## config.mk

```make
export PLATFORM = sky130hd
export DESIGN_NAME = vga_timing_gen
export DESIGN_NICKNAME = d
export VERILOG_FILES = /design/src/rtl/vga_timing_pkg.sv /design/src/rtl/vga_axis_counter.sv /design/src/rtl/vga_timing_gen.sv
export SDC_FILE = /design/constraint.sdc
export NUM_CORES = 1
export LEC_CHECK = 0
export ABC_AREA = 1
export BUFFER_PORTS_ARGS = -buffer_cell sky130_fd_sc_hd__buf_2
export CAP_MARGIN = 20
export CORE_MARGIN = 3
export CORE_UTILIZATION = 50
export DETAILED_ROUTE_END_ITERATION = 12
export PLACE_DENSITY = 0.8
export SLEW_MARGIN = 0
export SYNTH_ARGS = -nofsm -noshare
export SYNTH_HDL_FRONTEND = slang
export SYNTH_SLANG_ARGS = --single-unit
```

## constraint.sdc

```tcl
create_clock -name vga_clk -period 1.7 [get_ports vga_clk]
set_input_delay 0.17 -clock vga_clk [delete_from_list [all_inputs] [get_ports vga_clk]]
set_output_delay 0.17 -clock vga_clk [all_outputs]
set_load 0.02 [all_outputs]
```

## src/rtl/vga_timing_pkg.sv

```systemverilog
`default_nettype none
// ============================================================================
// Module      : vga_timing_pkg
// Description : Default 640x480@60 timing constants, derived totals and the
//               coordinate type shared by the VGA timing generator.
// Revision    : 1.0 - initial release
// ============================================================================
package vga_timing_pkg;

    localparam int C_H_VISIBLE = 640;
    localparam int C_H_FRONT   = 16;
    localparam int C_H_SYNC    = 96;
    localparam int C_H_BACK    = 48;
    localparam int C_V_VISIBLE = 480;
    localparam int C_V_FRONT   = 10;
    localparam int C_V_SYNC    = 2;
    localparam int C_V_BACK    = 33;

    localparam int C_H_TOTAL = C_H_VISIBLE + C_H_FRONT + C_H_SYNC + C_H_BACK;
    localparam int C_V_TOTAL = C_V_VISIBLE + C_V_FRONT + C_V_SYNC + C_V_BACK;

    typedef logic [9:0] coord_t;

    // Half-open window test lo <= v < hi
    function automatic logic in_window(coord_t v, int lo, int hi);
        return (int'(v) >= lo) && (int'(v) < hi);
    endfunction

endpackage
`default_nettype wire

```

## src/rtl/vga_axis_counter.sv

```systemverilog
`default_nettype none
// ============================================================================
// Module      : vga_axis_counter
// Description : One timing axis: wrapping counter plus sync/visible decode of
//               the counter's next value, so registered outputs line up.
// Revision    : 1.0 - initial release
// ============================================================================
module vga_axis_counter
    import vga_timing_pkg::*;
#(
    parameter int VISIBLE = C_H_VISIBLE,
    parameter int FRONT   = C_H_FRONT,
    parameter int SYNC    = C_H_SYNC,
    parameter int BACK    = C_H_BACK
) (
    input  logic   clk,
    input  logic   rst,
    input  logic   en,
    output coord_t count,
    output logic   at_last,
    output logic   sync_n_next,
    output logic   visible_next
);

    localparam int     C_TOTAL   = VISIBLE + FRONT + SYNC + BACK;
    localparam coord_t C_LAST    = coord_t'(C_TOTAL - 1);
    localparam int     C_SYNC_LO = VISIBLE + FRONT;
    localparam int     C_SYNC_HI = VISIBLE + FRONT + SYNC;

    coord_t r_count;
    coord_t w_next;

    assign at_last = (r_count == C_LAST);

    always_comb begin
        w_next = r_count;
        if (en) begin
            w_next = at_last ? '0 : r_count + 10'd1;
        end
    end

    always_ff @(posedge clk) begin
        if (rst) begin
            r_count <= '0;
        end else begin
            r_count <= w_next;
        end
    end

    assign count        = r_count;
    assign sync_n_next  = ~in_window(w_next, C_SYNC_LO, C_SYNC_HI);
    assign visible_next = in_window(w_next, 0, VISIBLE);

endmodule
`default_nettype wire

```

## src/rtl/vga_timing_gen.sv

```systemverilog
`default_nettype none
// ============================================================================
// Module      : vga_timing_gen
// Description : VGA raster timing generator with pixel-clock enable. Optional
//               16-bit frame counter when VGA_TIMING_FRAME_CNT_EN is defined.
// Revision    : 1.0 - initial release
// ============================================================================
module vga_timing_gen
    import vga_timing_pkg::*;
#(
    parameter int H_VISIBLE = C_H_VISIBLE,
    parameter int H_FRONT   = C_H_FRONT,
    parameter int H_SYNC    = C_H_SYNC,
    parameter int H_BACK    = C_H_BACK,
    parameter int V_VISIBLE = C_V_VISIBLE,
    parameter int V_FRONT   = C_V_FRONT,
    parameter int V_SYNC    = C_V_SYNC,
    parameter int V_BACK    = C_V_BACK
) (
    input  logic   vga_clk,
    input  logic   reset,
    input  logic   pix_ce,
    output coord_t DrawX,
    output coord_t DrawY,
    output logic   hs,
    output logic   vs,
    output logic   blank,
    output logic   frame_start,
    output logic   line_start
`ifdef VGA_TIMING_FRAME_CNT_EN
    ,
    output logic [15:0] frame_cnt
`endif
);

    logic w_h_last, w_v_last;
    logic w_h_sync_n, w_v_sync_n;
    logic w_h_vis, w_v_vis;
    logic w_line_wrap, w_frame_wrap;

    logic r_hs, r_vs, r_blank, r_frame_start, r_line_start;

    assign w_line_wrap  = pix_ce & w_h_last;
    assign w_frame_wrap = w_line_wrap & w_v_last;

    vga_axis_counter #(
        .VISIBLE (H_VISIBLE),
        .FRONT   (H_FRONT),
        .SYNC    (H_SYNC),
        .BACK    (H_BACK)
    ) u_h_axis (
        .clk          (vga_clk),
        .rst          (reset),
        .en           (pix_ce),
        .count        (DrawX),
        .at_last      (w_h_last),
        .sync_n_next  (w_h_sync_n),
        .visible_next (w_h_vis)
    );

    // Vertical axis steps once per completed line
    vga_axis_counter #(
        .VISIBLE (V_VISIBLE),
        .FRONT   (V_FRONT),
        .SYNC    (V_SYNC),
        .BACK    (V_BACK)
    ) u_v_axis (
        .clk          (vga_clk),
        .rst          (reset),
        .en           (w_line_wrap),
        .count        (DrawY),
        .at_last      (w_v_last),
        .sync_n_next  (w_v_sync_n),
        .visible_next (w_v_vis)
    );

    always_ff @(posedge vga_clk) begin
        if (reset) begin
            r_hs          <= 1'b1;
            r_vs          <= 1'b1;
            r_blank       <= 1'b1;
            r_frame_start <= 1'b0;
            r_line_start  <= 1'b0;
        end else begin
            r_hs          <= w_h_sync_n;
            r_vs          <= w_v_sync_n;
            r_blank       <= w_h_vis & w_v_vis;
            r_frame_start <= w_frame_wrap;
            r_line_start  <= w_line_wrap;
        end
    end

    assign hs          = r_hs;
    assign vs          = r_vs;
    assign blank       = r_blank;
    assign frame_start = r_frame_start;
    assign line_start  = r_line_start;

`ifdef VGA_TIMING_FRAME_CNT_EN
    logic [15:0] r_frame_cnt;

    always_ff @(posedge vga_clk) begin
        if (reset) begin
            r_frame_cnt <= '0;
        end else if (w_frame_wrap) begin
            r_frame_cnt <= r_frame_cnt + 16'd1;
        end
    end

    assign frame_cnt = r_frame_cnt;
`endif

endmodule
`default_nettype wire

```

======== Word level (Yosys, flattened, before mapping) ========
Cells that the tools add are included.
cells by class
  add/subtract/negate cells ............... 2
  multipliers ............................. 0
  divide/modulo/power cells ............... 0
  order comparisons ....................... 6
  equal/unequal tests ..................... 2
  shifts and indexed selects .............. 0
  mux-type cells .......................... 4
  bitwise operators ....................... 5
  reductions and logical operators ........ 2
operators by type and width
  operator                 count
  $mux W10                 4
  $add A10 B1 Y10 const B  2
  $eq A10 B10 Y1 const B   2
  $lt A10 B10 Y1 const B   2
  $lt A10 B9 Y1 const B    2
  $ge A10 B10 Y1 const B   1
  $ge A10 B9 Y1 const B    1
  $and A1 B1 Y1            3
  $logic_and A1 B1 Y1      2
  $not A1 Y1               2
word-level totals
  register bits ........................... 25
  latch bits .............................. 0
  RAM bits ................................ 0
  ROM bits ................................ 0
  output and inout bits ................... 25
  word-level logic and storage cells ...... 28
  memories kept ........................... 0

======== Longest topological paths before layout ========
Gate-level depths: netlist of run 1.
  depth after elaboration ................. 6
  mapped depth ............................ 13
  mapped depth without buffers ............ 13

======== Modules after synthesis ========
A second synthesis of run 1 with hierarchy kept.
unflattened totals
  cell total of the unflattened synthesis .. 209
  area, all modules ....................... 1,418.9 um^2
modules (own cells, without submodules)
  module                       times used  cells each  area each (um^2)  sequential area each (um^2)
  vga_axis_counter (u_v_axis)  1           97          641.9             200.2
  vga_axis_counter (u_h_axis)  1           99          635.6             200.2
  vga_timing_gen               1           13          141.4             100.1

======== Worst setup path after synthesis of run 1 ========
OpenSTA, ideal clock, no wires.
  kind .................................... register -> register
  start ................................... register u_h_axis.r_count[1], in the netlist u_h_axis.count[1]
  end ..................................... register r_blank, in the netlist blank
  setup time .............................. 112 ps
  data arrival time ....................... 1,592 ps
  data required time ...................... 1,588 ps
  setup slack ............................. -3 ps
  stages on the path, launching flop included .. 11
  buffers on the path ..................... 0
  clock period less this slack ............ 1,703 ps
  cell sequence ........................... dfxtp_1 ha_1 nand2_2 nor2_4 nand3_2 nor2_4 nand2_4 o21bai_4 nand3_2 nor2_1 nor2_1
on the way
  word-level cells in the longest chain between the ends .. 5
ends and longest elaborated chain
  item                                                      RTL line                                        source
  from (decl)                                               vga_axis_counter.sv:30                          coord_t r_count;
  from (signal assigned)                                    vga_axis_counter.sv:46                          r_count <= w_next;
  $add A10 B1 Y10 / $eq A10 B10 Y1 (equally long branches)  vga_axis_counter.sv:38, vga_axis_counter.sv:33
  $mux W10 / $and A1 B1 Y1 (equally long branches)          vga_axis_counter.sv:38, vga_timing_gen.sv:43
  $mux W10                                                  vga_axis_counter.sv:37                          if (en) begin
  $lt A10 B10 Y1 / $lt A10 B9 Y1 (equally long branches)    vga_timing_pkg.sv:26                            return (int'(v) >= lo) && (int'(v) < hi);
  $and A1 B1 Y1 *                                           vga_timing_gen.sv:87                            r_blank <= w_h_vis & w_v_vis;
  to (signal assigned)                                      vga_timing_gen.sv:87
  to (decl)                                                 vga_timing_gen.sv:41                            logic r_hs, r_vs, r_blank, r_frame_start, r_line_start;
Every way passes the cells marked *; elsewhere a longest branch is shown, timed or not.
A chain may end at the register's enable or synchronous reset.

======== Final worst setup path of run 1 ========
  start ................................... register u_h_axis.r_count[0], in the netlist u_h_axis.count[0]
  end ..................................... register r_vs, in the netlist vs
on the way
  word-level cells in the longest chain between the ends .. 6
ends and longest elaborated chain
  item                                                   RTL line                source
  $eq A10 B10 Y1 *                                       vga_axis_counter.sv:33  assign at_last = (r_count == C_LAST);
  $and A1 B1 Y1 *                                        vga_timing_gen.sv:43    assign w_line_wrap = pix_ce & w_h_last;
  $mux W10 *                                             vga_axis_counter.sv:37
  $ge A10 B9 Y1 / $lt A10 B9 Y1 (equally long branches)  vga_timing_pkg.sv:26
  $logic_and A1 B1 Y1 *                                  vga_timing_pkg.sv:26
  $not A1 Y1 *                                           vga_axis_counter.sv:51  assign sync_n_next = ~in_window(w_next, C_SYNC_LO, C_SYNC_HI);
  to (signal assigned)                                   vga_timing_gen.sv:86    r_vs <= w_v_sync_n;
  to (decl)                                              vga_timing_gen.sv:41
Marked as above.

==> results of run 1 <==
[metrics by stage]
step           area (sq um)  worst slack [ps]  hold slack (ps)  std cells  TNS, ps
2_1_floorplan          1464            0.8372            449.6        225        0
5_1_grt                1834            -27.58            65.60        295   -27.58
3_3_place_gp           1689            -10.19            435.5        288   -10.19
3_5_place_dp           1689            -10.45            437.4        288   -10.45
4_1_cts                1729             13.64            79.93        293        0
6_report               1834             107.2            73.35        295        0
[cells in the final DEF (no fill, tap or decap), types with 4 or more instances in the layout]
master,count
a21oi_1,4
buf_2,27
buf_4,11
dfxtp_1,17
dfxtp_2,6
inv_1,31
nand2_1,52
nand3_1,24
nand3_2,4
nand4_1,5
nor2_1,35
nor2_2,6
nor3_1,6
[routing by layer]
| layer | track usage, % | part of all wire (%) | vias to the layer above |
|---|---|---|---|
| met5 | 0 | 0 | - |
| met4 | 7.911 | 1.7 | 0 |
| met3 | 4.320 | 3.9 | 8 |
| met2 | 34.10 | 48 | 36 |
| met1 | 25.16 | 47 | 652 |
| li1 | - | - | 783 |
[flip-flops by register name, indices dropped and copies added (netlist names)]
register	count
frame_start	1
line_start	1
hs	1
u_h_axis.count	10
blank	1
u_v_axis.count	10
vs	1
[power by group through the flow]
stage	Combinational [mW]	Sequential [mW]	Clock [mW]
final	0.0591	0.594	0.275
after global routing	0.0682	0.594	0.314
after CTS	0.0564	0.595	0.286
after detailed placement	0.0560	0.607	0
after global placement	0.0560	0.607	0
after floorplan	0.0276	0.615	0
[cell type report]
cell class / count / area share [%]
Clock buffer: 3 / 1.228
Clock inverter: 1 / 0.2729
Inverter: 35 / 7.299
Multi-Input combinational cell: 162 / 48.57
Sequential cell: 25 / 28.10
Tap cell: 30 / 2.046
Timing Repair Buffer: 39 / 12.48
[path summary, 6_finish.rpt]
| path | cells past startpoint | end | slack, ps | startpoint |
|---|---|---|---|---|
| worst min-delay path | 2 | u_v_axis.count[1] | 70 | reset |
| worst max-delay path | 12 | vs | 110 | u_h_axis.count[0] |
| worst max register to register | 12 | vs | 110 | u_h_axis.count[0] |
| worst min register to register | 2 | u_v_axis.count[8] | 580 | u_v_axis.count[8] |
[worst max-delay path, stage by stage, from the launching register on]
cell and delay (ps):
dfxtp_2 380, ha_4 150, nand2_2 70, nor2_4 170, inv_2 60, nor2_4 110, nand3_1 80, nand2_1 70
inv_1 50, nor2_1 100, nand2_1 70, nor2_2 120, nand3_1 80
[kinds of logic (layout without fill, tap and decap cells)]
logic type	after synthesis	after routing
adder cells (fa/ha/maj)	3	3
XOR/XNOR	5	5
buffers and inverters	38	78
AO/OA/AOI/OAI	10	10
AND/OR/NAND/NOR	144	144
flip-flops	25	25
[timing repair]
item,4_1_cts,5_1_grt
endpoints found under the setup margin,1,4
buffers inserted,1,2
gates cloned,0,0
pin swaps,2,11
gates resized for setup,1,30
==> impl_metrics.yaml, run 1 <==
run:
  maxCapViolations: 0
clocking:
  clock-sinks: 25
  clockBufferDepth: 2
  clock_latency_ps: 330
  cts_tree: "yes"
  clk_pin_slew_ps: 140
  hold_buffers: 0
  cts-root-buf: "clkbuf_4"
  cts_buffers: 3
  cts_max_level: 1
yosys:
  synthTopCellsByArea: "dfxtp_1 34%, nand2_1 14%, nor2_1 10%"
  synth_mux_area_share_pct: 0
  async_reset_ff_share_pct: 0
  synth_seq_cells: 25
  synth_xor_area_share_pct: 2.994
  synthAdderAreaFrac_pct: 2.566
  synthesis.area_sq_mm: 0.001463
  synth.cells.most_frequent: "53 x nand2_1, 40 x nor2_1, 35 x inv_1, 26 x nand3_1, 25 x dfxtp_1"
  synth_simple_gate_area_share_pct: 45.08
  ys.flop_type: "dfxtp_1"
  syn_avg_cell_area_sq_um: 6.501
  synth_cells: 225
  synth_seq_area_share_pct: 34.22
  yosys.area.top_type: "dfxtp_1"
  synth_top_family_by_area: "simple AND/OR/NAND/NOR gates"
  yosysWarnings: 0
  synth_top_area_share_pct: 34.22
  syn-num-nets: 231
  synthMostInstantiatedCell: "nand2_1"
  synth-edff-count: 0
  synth_cell_type_count: 26
  synth-compound-area-share_pct: 5.133
finish:
  multiInputGateArea_sq_um: 890.9
  post-route-util_pct: 69.61
  n_fill_cell: 262
  ff_latch_area_sq_um: 515.5
  antenna_cells: 0
  fin_nets: 272
  final_layout_size_suffix_gt1_share_pct: 29.81
  syn_to_final_growth_pct: 25.41
power_and_ir_drop:
  switching_share_pct: 24.69
  p_leak_nw: 0.8826
  p_per_area_mw_per_mm2: 505.9
  vdd_drop_max_uv: 586.9
  internal_power_mw: 0.6988
  seqPwrFrac_pct: 64.0
  switchingPower_mw: 0.2291
  finalPower_mw: 0.9279
  combPwrFrac_pct: 6.4
  clockPowerShare_pct: 29.7
sta:
  worst_pin_slew_ps: 276.4
  max_freq_ghz: 0.6278
  slew_headroom_pct: 81.55
  finalCritPeriodShare_pct: 93.69
  rsz0062_at_grt: "yes"
  setup_viol: 0
  slew_violations: 0
  final-hold-violation-count: 0
  final.min_clock_period_ps: 1593
  clock_skew_ps: 1.728
critical_path:
  path_max_fanout: 4
  criticalPathCategory: "reg2reg"
  cp-end-kind: "flop"
  critical_path.startpoint_type: "flop"
  crit_required_ps: 1930
  cp.arrival_ps: 1820
route:
  postRouteAntennaNets: 0
  vias: 1479
  drc_errors: 0
  drt_wl_total_mm: 3.503
  wl_per_cell_um: 11.87
  first_iter_violations: 52
  dr.pass1.iters: 6
  avgViaCountPerCell: 5.014
grt:
  grt_max_degree: 15
  grt_first_pass_wirelength_mm: 5.685
  grt_overflow: 0
  track_usage_pct: 20.34
  grt_pass1_vias: 1371
  antenna_found_initial: 0
die:
  pin_count: 28
  rows: 18
  die_x_um: 60.09
  initial_core_util_pct: 55.51
  die_y_um: 60.09
  core_sq_mm: 0.002635
  dieArea_sq_mm: 0.003610
status:
  status: "complete, no violations"
placed_design:
  gp_congestion: 0.8938
  port_buffers: 27
  dpl.hpwl_mm: 2.565
min_path:
  hold_class: "in2reg"
(Power assumes the default switching activity.)
==> run 2: changes to the inputs <==
--- a/config.mk
+++ b/config.mk
@@ -10,3 +10,2 @@
 export CAP_MARGIN = 20
-export CORE_MARGIN = 3
 export CORE_UTILIZATION = 50
--- a/constraint.sdc
+++ b/constraint.sdc
@@ -3,2 +3,2 @@
 set_output_delay 0.17 -clock vga_clk [all_outputs]
-set_load 0.02 [all_outputs]
+set_load 0.01 [all_outputs]
==> run 2 against run 1 <==
  * Fmax is 6.0% lower
  * Largest cell class unchanged
  * Power is 0.75% lower
  * Non-clock buffer count is 4 higher
  * Cell count is 1.7% higher
  * Utilization is 2.7 points lower
  * Clock power is 2% lower
  * Critical endpoint is now blank
==> impl_metrics.yaml, run 2 (same netlist as run 1, synthesis figures left out) <==
status:
  status: "complete, no violations"
power_and_ir_drop:
  vdd_drop_max_uv: 471.1
  p_per_area_mw_per_mm2: 499.0
  internal_power_mw: 0.7046
  combPwrFrac_pct: 6.4
  switchingPower_mw: 0.2163
  p_leak_nw: 0.9169
  seqPwrFrac_pct: 64.4
  finalPower_mw: 0.9209
  switching_share_pct: 23.49
  clockPowerShare_pct: 29.2
critical_path:
  critical_path.startpoint_type: "flop"
  path_max_fanout: 4
  worstRegToRegCells: 9
  r2r-end: "blank"
  cpMaxStageDelayCell: "dfxtp_4"
  crit_required_ps: 1970
  criticalPathCategory: "reg2reg"
  crit_chain: "buf_4 > nand2_1 > nor2_2 > nand2_1 > nor3_1 > nand3_1 > nand4_1 > nand2_1 > nor2_1"
  max_stage_delay_ps: 390
  critPathBufInv: 1
  r2r_start: "u_v_axis.count[1]"
  r2r_setup_slack_ps: 6
  crit_family: "simple AND/OR/NAND/NOR gates"
  cp-end-kind: "flop"
  crit_path_frequent_cell: "nand2_1"
  cp.arrival_ps: 1960
die:
  core_sq_mm: 0.002758
  initial_core_util_pct: 53.04
  die_x_um: 56.09
  dieArea_sq_mm: 0.003146
  rows: 19
  pin_count: 28
  die_y_um: 56.09
min_path:
  hold_class: "in2reg"
  worstHoldStart: "reset"
  worstHoldPathCells: 2
  min_to: "u_v_axis.count[1]"
grt:
  track_usage_pct: 24.30
  grt_first_pass_wirelength_mm: 6.085
  grt_max_degree: 14
  antenna_found_initial: 0
  grt_pass1_vias: 1356
  grt_overflow: 0
route:
  wl_per_cell_um: 11.98
  dr.pass1.iters: 6
  first_iter_violations: 83
  postRouteAntennaNets: 0
  routed.top_layer: "met4"
  drt_wl_total_mm: 3.593
  avgViaCountPerCell: 5.183
  wl_met3_um: 218
  wl_met1_mm: 1.663
  vias: 1555
  drc_errors: 0
  dr_wl_met2_mm: 1.654
finish:
  antenna_cells: 0
  final_layout_size_suffix_gt1_share_pct: 26.77
  syn_to_final_growth_pct: 26.18
  layout_commonest_cell: "nand2_1"
  final-instance-count-excl-fill: 300
  fin_nets: 276
  layout_common_cells: "53 x nand2_1, 36 x nor2_1, 33 x inv_1"
clocking:
  clock_latency_ps: 320
  cts_tree: "yes"
  cts_buffers: 3
  clk_pin_slew_ps: 130
  clockBufferDepth: 2
  cts-root-buf: "clkbuf_4"
  cts_max_level: 1
  clock-sinks: 25
run:
  maxCapViolations: 0
placed_design:
  placed_cells: 292
  port_buffers: 27
  pre_cts_ws_ps: 20.26
  dpl.hpwl_mm: 2.682
  gp_congestion: 1.042
sta:
  max_freq_ghz: 0.5902
  setup_viol: 0
  final-hold-violation-count: 0
  finalSetupTns_ps: 0
  finalWorstSetupSlack_ps: 5.752
  worst_pin_slew_ps: 309.1
  clock_skew_ps: 3.280
  final.min_clock_period_ps: 1694
  slew_violations: 0
  slew_headroom_pct: 79.23
  rsz0062_at_grt: "yes"
  finalCritPeriodShare_pct: 99.66
## run 2: cell types whose count changed in the layout (fill, tap and decap cells not counted), sizes merged
cell	previous run	this run
buf	39	43
clkbuf	3	4
clkinv	1	0
## run 2: worst max-delay path by stage
| stage | start | end | slack [ps] | cells after the start |
|---|---|---|---|---|
| floorplan | u_h_axis.count[1] | blank | 90 | 10 |
| global placement | u_v_axis.count[0] | vs | 10 | 12 |
| detailed placement | u_v_axis.count[1] | blank | 20 | 10 |
| CTS | u_v_axis.count[1] | blank | 0.6 | 10 |
| global route | u_h_axis.count[0] | vs | -100 | 11 |
| finish | u_v_axis.count[1] | blank | 6 | 9 |
## run 2: routing by layer
metal / vias to the layer above / GRT usage, %
li1: 793 / -
met1: 707 / 36.34
met2: 48 / 35.03
met3: 7 / 3.256
met4: 0 / 9.756
met5: - / 0
## run 2: cell type report
cell class | count | area (sq um)
inverters | 35 | 133.9
clock buffers | 4 | 26.28
repair buffers | 43 | 262.8
flip-flops and latches | 25 | 510.5
fillers | 256 | 912.1
well taps | 31 | 38.79
multi-input cells | 162 | 873.3
## run 2: timing repair
item,CTS,global route
gates cloned,0,0
setup endpoints to repair,1,4
setup buffers,0,4
gates resized for setup,1,22
hold buffers,0,0
pin swaps,0,7
## run 2: power by group through the flow
stage | combinational (mW) | sequential, mW | clock, mW
floorplan | 0.0276 | 0.611 | 0
global placement | 0.0556 | 0.606 | 0
detailed placement | 0.0553 | 0.607 | 0
CTS | 0.0555 | 0.594 | 0.271
global route | 0.0674 | 0.595 | 0.305
finish | 0.0592 | 0.593 | 0.269
## run 2: stage by stage
stage               hold slack, ps  util, %  area [sq um]
detailed placement           412.8    62.07          1712
global route                 66.31    66.92          1846
finish                       62.68    66.92          1846
CTS                          64.91    63.20          1743
floorplan                    449.6        -          1463
global placement             417.4    62.07          1712
## run 2: worst register-to-register path, stage by stage, from the launching register on
cell	delay (ps)
dfxtp_4	390
buf_4	120
nand2_1	80
nor2_2	210
nand2_1	110
nor3_1	270
nand3_1	170
nand4_1	150
nand2_1	60
nor2_1	90
==> run 3: changes to the inputs <==
BUFFER_PORTS_ARGS = unset   (was -buffer_cell sky130_fd_sc_hd__buf_2)
DONT_BUFFER_PORTS = 1   (was unset)
PLACE_DENSITY = 0.72   (was 0.8)
==> run 3 against run 2 <==
  * Register-to-register slack better by 60 ps
  * Sequential power is essentially flat
  * Non-clock buffer count down 26
  * Cell area shrank 9.0%
  * Sequential share of layout area is 2.3 points higher
  * Fmax increased by 3.7%
==> impl_metrics.yaml, run 3 (same netlist as run 1, synthesis figures left out) <==
clocking:
  clock-sinks: 25
  clk_pin_slew_ps: 140
  cts-root-buf: "clkbuf_4"
  cts_tree: "yes"
  clock_latency_ps: 320
  cts_max_level: 1
  clockBufferDepth: 2
  cts_buffers: 3
die:
  core_sq_mm: 0.002758
  rows: 19
  die_y_um: 56.09
  pin_count: 28
  die_x_um: 56.09
  dieArea_sq_mm: 0.003146
  initial_core_util_pct: 53.04
sta:
  final-hold-violation-count: 0
  final.min_clock_period_ps: 1634
  slew_headroom_pct: 62.57
  setup_viol: 0
  finalWorstSetupSlack_ps: 65.65
  max_freq_ghz: 0.6119
  rsz0062_at_grt: "yes"
  finalCritPeriodShare_pct: 96.14
  slew_violations: 0
  clock_skew_ps: 9.639
  worst_pin_slew_ps: 559.6
power_and_ir_drop:
  p_leak_nw: 0.7780
  vdd_drop_max_uv: 437.0
  p_per_area_mw_per_mm2: 544.7
  finalPower_mw: 0.9146
min_path:
  hold_class: "in2reg"
grt:
  grt_overflow: 0
  grt_max_degree: 16
  grt_pass1_vias: 1283
  antenna_found_initial: 0
  track_usage_pct: 21.26
  grt_first_pass_wirelength_mm: 5.444
placed_design:
  dpl.hpwl_mm: 2.457
  gp_congestion: 0.8396
  placed_cells: 266
  placed_area_sq_mm: 0.001584
  pre_cts_ws_ps: 23.10
  port_buffers: 0
route:
  avgViaCountPerCell: 5.120
  dr.pass1.iters: 7
  first_iter_violations: 91
  drc_errors: 0
  wl_per_cell_um: 11.85
  drt_wl_total_mm: 3.246
  vias: 1403
  postRouteAntennaNets: 0
critical_path:
  crit_chain: "ha_4 > nand2_4 > nor2_4 > nand3_2 > nor2_4 > nand2_4 > o21bai_4 > nand3_2 > inv_1 > nand3_1"
  r2r_setup_slack_ps: 70
  cp.arrival_ps: 1870
  r2r-end: "vs"
  max_stage_delay_ps: 370
  cp-end-kind: "flop"
  r2r_start: "u_h_axis.count[1]"
  cpMaxStageDelayCell: "dfxtp_2"
  worstRegToRegCells: 10
  crit_required_ps: 1930
  critPathLaunch: "u_h_axis.count[1]"
  crit_family: "simple AND/OR/NAND/NOR gates"
  path_max_fanout: 6
  cp_num_cells: 10
  critical_path.startpoint_type: "flop"
  criticalPathCategory: "reg2reg"
  critPathBufInv: 1
  endpoint: "vs"
finish:
  layout_commonest_cell: "nand2_1"
  layout_common_cells: "53 x nand2_1, 38 x nor2_1, 35 x inv_1"
  final-instance-count-excl-fill: 274
  stdcell_area_sq_mm: 0.001679
  syn_to_final_growth_pct: 14.80
  fin_nets: 250
  post-route-util_pct: 60.89
  antenna_cells: 0
  n_fill_cell: 276
  final_layout_size_suffix_gt1_share_pct: 15.64
status:
  status: "complete, no violations"
run:
  maxCapViolations: 0
run 3: cell types whose count changed in the layout (fill, tap and decap cells not counted), moves of 2 or more:
cell | before | now
buf_2 | 27 | 0
buf_6 | 2 | 0
dfxtp_1 | 21 | 23
dfxtp_4 | 2 | 0
dlygate4sd3_1 | 0 | 2
inv_1 | 33 | 35
nor2_1 | 36 | 38
run 3: worst min-delay path by stage:
stage                        end  slack, ps    from  cells after the start
2_1_floorplan  u_v_axis.count[6]        450   reset                      2
3_3_place_gp   u_v_axis.count[4]        240   reset                      1
3_5_place_dp   u_v_axis.count[8]        240   reset                      1
4_1_cts        u_h_axis.count[0]         10  pix_ce                      2
5_1_grt        u_h_axis.count[1]         20  pix_ce                      2
6_report       u_h_axis.count[1]         10  pix_ce                      2
run 3: through the flow:
stage / setup TNS [ps] / hold slack [ps]
after floorplan: 0 / 449.6
after global placement: 0 / 242.2
after detailed placement: 0 / 244.8
after CTS: 0 / 11.86
after global routing: -128.2 / 22.42
final: 0 / 14.33
run 3: cell type report:
cell class | count | area (sq um) | share of cell area, %
clock buffer | 3 | 22.52 | 1.341
sequential | 25 | 503.0 | 29.96
inverter | 35 | 131.4 | 7.824
timing repair buffer | 17 | 132.6 | 7.899
multi-input combinational | 162 | 843.3 | 50.22
tap | 31 | 38.79 | 2.310
clock inverter | 1 | 7.507 | 0.4471
run 3: power breakdown:
group	leakage [nW]	internal, mW	switching (mW)
logic	0.562	0.0194	0.0281
clock network	0.0139	0.0900	0.181
registers	0.203	0.592	0.00495
total	0.778	0.701	0.214
run 3: worst register-to-register path: stages (launching register included):
cell      delay, ps
dfxtp_2         370
ha_4            170
nand2_4          60
nor2_4          170
nand3_2         110
nor2_4          200
nand2_4          90
o21bai_4        160
nand3_2          90
inv_1            60
nand3_1          70
run 3: per-layer routing:
metal | wire length (um) | global-route usage [%] | vias up
met5 | 0 | 0 | -
met4 | 74 | 6.620 | 0
met3 | 176 | 2.791 | 8
met2 | 1573 | 37.24 | 37
li1 | - | - | 742
met1 | 1422 | 26.96 | 616
run 3: timing repair:
item	in CTS	in global routing
buffers inserted	0	2
hold buffers	1	1
gates resized for setup	0	8
endpoints found under the setup margin	0	7
hold endpoints to repair	15	1
